## config.mk

```make
export PLATFORM = sky130hd
export DESIGN_NAME = mem_write_sequencer
export DESIGN_NICKNAME = d
export VERILOG_FILES = /design/src/rtl/mem_write_sequencer.sv
export SDC_FILE = /design/constraint.sdc
export NUM_CORES = 1
export LEC_CHECK = 0
export ABC_AREA = 1
export BUFFER_PORTS_ARGS = -buffer_cell sky130_fd_sc_hd__buf_2
export CORE_ASPECT_RATIO = 1.4
export CORE_UTILIZATION = 35
export DETAILED_ROUTE_END_ITERATION = 8
export MAX_ROUTING_LAYER = met4
export PLACE_DENSITY = 0.7
export SYNTH_ARGS = -nofsm -noshare
export SYNTH_HDL_FRONTEND = slang
export SYNTH_SLANG_ARGS = --single-unit
```

## constraint.sdc

```tcl
create_clock -name clk -period 4.05 [get_ports clk]
set_clock_uncertainty 0.2 [all_clocks]
set_input_delay 0.6075 -clock clk [delete_from_list [all_inputs] [get_ports clk]]
set_output_delay 0.6075 -clock clk [all_outputs]
set_load 0.05 [all_outputs]
```

## src/rtl/mem_write_sequencer.sv

```systemverilog
// Sub-word write sequencer in front of a synchronous single-port 32-bit RAM.
// Byte and halfword writes do read-modify-write (big-endian lanes). Word
// writes go straight to the RAM. Misaligned or out-of-range requests are
// rejected without touching the RAM.
module mem_write_sequencer #(
  parameter int ADDR_WIDTH = 10
) (
  input  logic                  clk,
  input  logic                  rst,
  input  logic [31:0]           address,
  input  logic [1:0]            write,
  input  logic [31:0]           wdata,
  output logic [31:0]           rdata,
  output logic                  done,
  output logic                  error,
  output logic [ADDR_WIDTH-1:0] ram_addr,
  output logic [31:0]           ram_wdata,
  output logic                  ram_we,
  input  logic [31:0]           ram_q
);

  localparam logic [1:0] IDLE     = 2'd0;
  localparam logic [1:0] READ_OLD = 2'd1;
  localparam logic [1:0] WRITE    = 2'd2;
  localparam logic [1:0] DONE     = 2'd3;

  localparam logic [1:0] SZ_NONE = 2'b00;
  localparam logic [1:0] SZ_BYTE = 2'b01;
  localparam logic [1:0] SZ_HALF = 2'b10;
  localparam logic [1:0] SZ_WORD = 2'b11;

  logic [1:0]            state_q, state_d;
  logic [ADDR_WIDTH+1:0] addr_q,  addr_d;
  logic [1:0]            size_q,  size_d;
  logic [31:0]           data_q,  data_d;
  logic                  err_q,   err_d;

  logic misaligned;
  logic out_of_range;

  // Replace the addressed lane(s) of old_word; byte offset 0 is the MSB lane.
  function automatic logic [31:0] merge_lanes(input logic [31:0] old_word,
                                              input logic [31:0] new_data,
                                              input logic [1:0]  size,
                                              input logic [1:0]  offset);
    logic [31:0] w;
    w = old_word;
    case (size)
      SZ_BYTE: begin
        case (offset)
          2'd0:    w[31:24] = new_data[7:0];
          2'd1:    w[23:16] = new_data[7:0];
          2'd2:    w[15:8]  = new_data[7:0];
          default: w[7:0]   = new_data[7:0];
        endcase
      end
      SZ_HALF: begin
        if (offset[1]) w[15:0]  = new_data[15:0];
        else           w[31:16] = new_data[15:0];
      end
      default: w = new_data;
    endcase
    return w;
  endfunction

  // Classify the incoming request; only meaningful while IDLE.
  always_comb begin
    misaligned   = ((write == SZ_HALF) && address[0]) ||
                   ((write == SZ_WORD) && (address[1:0] != 2'b00));
    out_of_range = ((address >> (ADDR_WIDTH + 2)) != 32'd0);
  end

  // Next-state and request-latch logic.
  always_comb begin
    state_d = state_q;
    addr_d  = addr_q;
    size_d  = size_q;
    data_d  = data_q;
    err_d   = err_q;
    case (state_q)
      IDLE: begin
        if (write != SZ_NONE) begin
          addr_d = address[ADDR_WIDTH+1:0];
          size_d = write;
          data_d = wdata;
          if (misaligned || out_of_range) begin
            err_d   = 1'b1;
            state_d = DONE;
          end else begin
            err_d   = 1'b0;
            state_d = (write == SZ_WORD) ? WRITE : READ_OLD;
          end
        end
      end
      READ_OLD: state_d = WRITE;
      WRITE:    state_d = DONE;
      DONE: begin
        // Stay here while the core holds the request so it is written once.
        if (write == SZ_NONE) state_d = IDLE;
      end
      default:  state_d = IDLE;
    endcase
  end

  // State and latched-request registers, cleared asynchronously.
  always_ff @(posedge clk or negedge rst) begin
    if (!rst) begin
      state_q <= IDLE;
      addr_q  <= '0;
      size_q  <= SZ_NONE;
      data_q  <= '0;
      err_q   <= 1'b0;
    end else begin
      state_q <= state_d;
      addr_q  <= addr_d;
      size_q  <= size_d;
      data_q  <= data_d;
      err_q   <= err_d;
    end
  end

  // RAM port and status outputs; the old word arrives on ram_q during WRITE.
  always_comb begin
    ram_addr  = (state_q == IDLE) ? address[ADDR_WIDTH+1:2] : addr_q[ADDR_WIDTH+1:2];
    ram_we    = (state_q == WRITE);
    ram_wdata = merge_lanes(ram_q, data_q, size_q, addr_q[1:0]);
    done      = (state_q == DONE);
    error     = err_q;
    rdata     = ram_q;
  end

endmodule
```

==> results.txt <==
----------------------------------------------------
[Synth]
  Post-synthesis area per instance ... 6.94 µm²
  Combined area of all synthesized cells ... roughly 0.0032 mm²
  Synth unique cells ... 25
  Post-Syn Nets ... about 570
  Portion of the post-synthesis area used by sequential elements ... 0.379
  Fraction of post-synthesis cell area in the top cell type by area ... 0.379
  Dominant cells by area after synthesis ... dfrtp_1 (38%), nand2_1 (13%), o21ai_0 (11%), buf_4 (7.4%), nor2_1 (5.3%)
  Cell type with the largest total area after synthesis ... dfrtp_1
  Instance count of the mapped netlist ... 466
  YS warnings ... 0
  Flop and latch count out of synthesis ... 49

[Setup path]
  Critical Path, Cell by Cell ... inv_1, ha_1, clkinv_1, buf_4, a31oi_1, buf_2
  CP max FO ... 24
  Worst path arrival time ... about 2.5 ns
  Kind of start point of the critical path ... register
  Longest individual stage delay on the worst path ... 0.48 ns
  Buffers & Inverters on Critical Path ... 4
  Data required, critical path ... 3.24 ns
  Number of cells on the critical path ... 6
  CP Capture Type ... output port
  Slowest stage cell on the critical path ... clkinv_1
  Cell type group with the largest total delay on the critical path ... buffers and inverters
  Depth of the worst register-to-register path ... 6
  Setup Crit Path Kind ... register to output port

[Layout]
  Final design instance area without fill ... 0.00409 mm²
  Most frequent cells in the layout ... buf_2 (176), nand2_1 (113), o21ai_0 (71)
  Most frequent standard cell in the layout excluding fill and tap cells ... buf_2
  Storage cell area ... roughly 0.0012 mm²
  Area of the multi-input gates ... 0.00149 mm²
  Area growth from synthesis to final layout ... 26.4%
  Antenna diodes ... 0
  Number of inserted filler cells in the final layout ... around 930
  Number of cells in the finished layout apart from fillers ... 706
  Number of nets in the layout ... slightly above 700
  Layout cell share with drive strength beyond 1 ... 0.329

[STA]
  Hold violation total from the final report ... 0
  Slew of the pin with the lowest slew margin ... between 1 and 1.5 ns
  Post-Route Hold Slack ... ~0.28 ns
  Setup violation total in the final timing report ... 0
  Pins over their slew limit ... 0
  Fin crit share ... 0.811
  Min Clock Period, post-route ... around 3.3 ns
  Setup TNS ... 0 ns
  Worst slew margin ... 0.240
  RSZ-0062 raised after global routing ... false
  Upper clock frequency limit ... 304 MHz

[Global route]
  Global-route wire length before repair ... around 15,000 µm
  Gr usage total ... 0.196
  Gr ovfl total ... 0
  Largest net degree at the start of global routing ... 54
  Antenna violations before repair ... 0
  Via count of the first global-routing pass ... 2,998

[Route]
  Via-per-instance ratio ... slightly below 5
  Post-route DRC violation count ... 0
  Final Routed Wirelength ... between 9000 and 10,000 µm
  Detailed Route Iter0 Violations ... 208
  Residual antenna-violating net count after detailed routing ... 0
  Detailed-routing iteration count for the pre-antenna-repair pass ... 4
  Routed len/inst ... roughly 13 µm
  DR vias ... about 3,500

[CTS]
  Number of clock sinks ... 49
  TritonCTS clock tree ... built
  Clock transition at the register clock pins on the worst setup and hold paths after CTS ... ~0.06 ns
  Source-to-sink clock delay at the later pin of the worst-skew pair ... about 0.29 ns
  Buffers from clock root to sink, at most ... 2
  Hold buffer count at CTS ... 0
  Cts bufs inserted ... 5
  Number of instances resized during post-cts repair ... 0
  H-tree levels ... 2
  Post-CTS setup repair buffer count ... 0
  Buffer type at the clock tree root ... clkbuf_16

[Flow run]
  Max-cap viol count ... 0

[Die]
  Placeable Area ... approximately 0.009 mm²
  Die Outline Area ... roughly 0.0096 mm²
  Chip Height ... 116 µm
  Horiz. Die Dim ... about 83 µm
  Starting density of the core ... 0.360
  Ports ... 177
  Count of standard-cell rows ... a little over 40

[Placement]
  Placed inst area ... a little under 0.004 mm²
  Number of buffers added on ports ... 176
  Post-placement cell count ... between 600 and 700
  Placer congestion estimate ... between 0.8 and 0.9
  Half-perimeter wire length after detailed placement ... between 7000 and 8000 µm

[Hold path]
  Class of the tightest hold or removal check ... register to register
  Hold Crit Depth ... 2

[Outcome]
  Status ... finished, final reports clean

----------------------------------------------------
worst paths after layout:
check,start,to,slack [ns]
worst max-delay path,size_q[0],ram_wdata[21],0.76
worst min-delay path,data_q[26],data_q[26],0.28
worst max register to register,state_q[0],addr_q[1],1.42
worst min register to register,data_q[26],data_q[26],0.28
max in group asynchronous,rst,size_q[0],2.60
min in group asynchronous,rst,data_q[23],0.35
flip-flops by register name (all words and copies together) (netlist names):
register	count
data_q	32
addr_q	12
size_q	2
state_q	2
error	1
worst min-delay path: cells and delay by family (launching register included):
kind | cells | cell delay, ns
flops | 1 | 0.34
simple gates | 2 | 0.11
synth_stat cells, drive strengths merged:
| cell | number |
|---|---|
| nand2 | 119 |
| nand3 | 18 |
| nand4 | 2 |
| a31oi | 8 |
| buf | 41 |
| dfrtp | 49 |
| a211oi | 5 |
| clkbuf | 10 |
| clkinv | 1 |
| o211a | 3 |
| inv | 48 |
| ha | 5 |
| a21oi | 20 |
| o21ai | 81 |
| nor3 | 9 |
| nor2 | 47 |
stage by stage:
step | utilization | setup WS, ns
floorplan | - | 1.02
global placement | 0.437 | 1.13
detailed placement | 0.437 | 1.10
CTS | 0.455 | 0.760
global route | 0.455 | 0.534
finish | 0.455 | 0.764
area by class of cell:
class	instances	area share
Sequential cell	49	0.300
Multi-Input combinational cell	317	0.366
Clock inverter	2	0.00857
Tap cell	107	0.0328
Inverter	49	0.0450
Clock buffer	5	0.0306
Timing Repair Buffer	177	0.217
metal layers:
metal / vias to the layer above / wire length (µm) / GRT usage
met4: 0 / 98 / 0.0575
met3: 8 / 450 / 0.0228
met1: 1569 / 3830 / 0.224
met2: 125 / 5130 / 0.362
li1: 1750 / - / -
met5: - / 0 / -
logic make-up after synthesis:
family | count (synthesis) | synth area share
AND/OR/NAND/NOR | 195 | 0.245
AO/OA/AOI/OAI | 117 | 0.197
buffers and inverters | 100 | 0.159
flip-flops | 49 | 0.379
adder cells (fa/ha/maj) | 5 | 0.0193
Power is not shown: default switching activity piles up to over one toggle a cycle in this logic, so the estimate is an artifact.
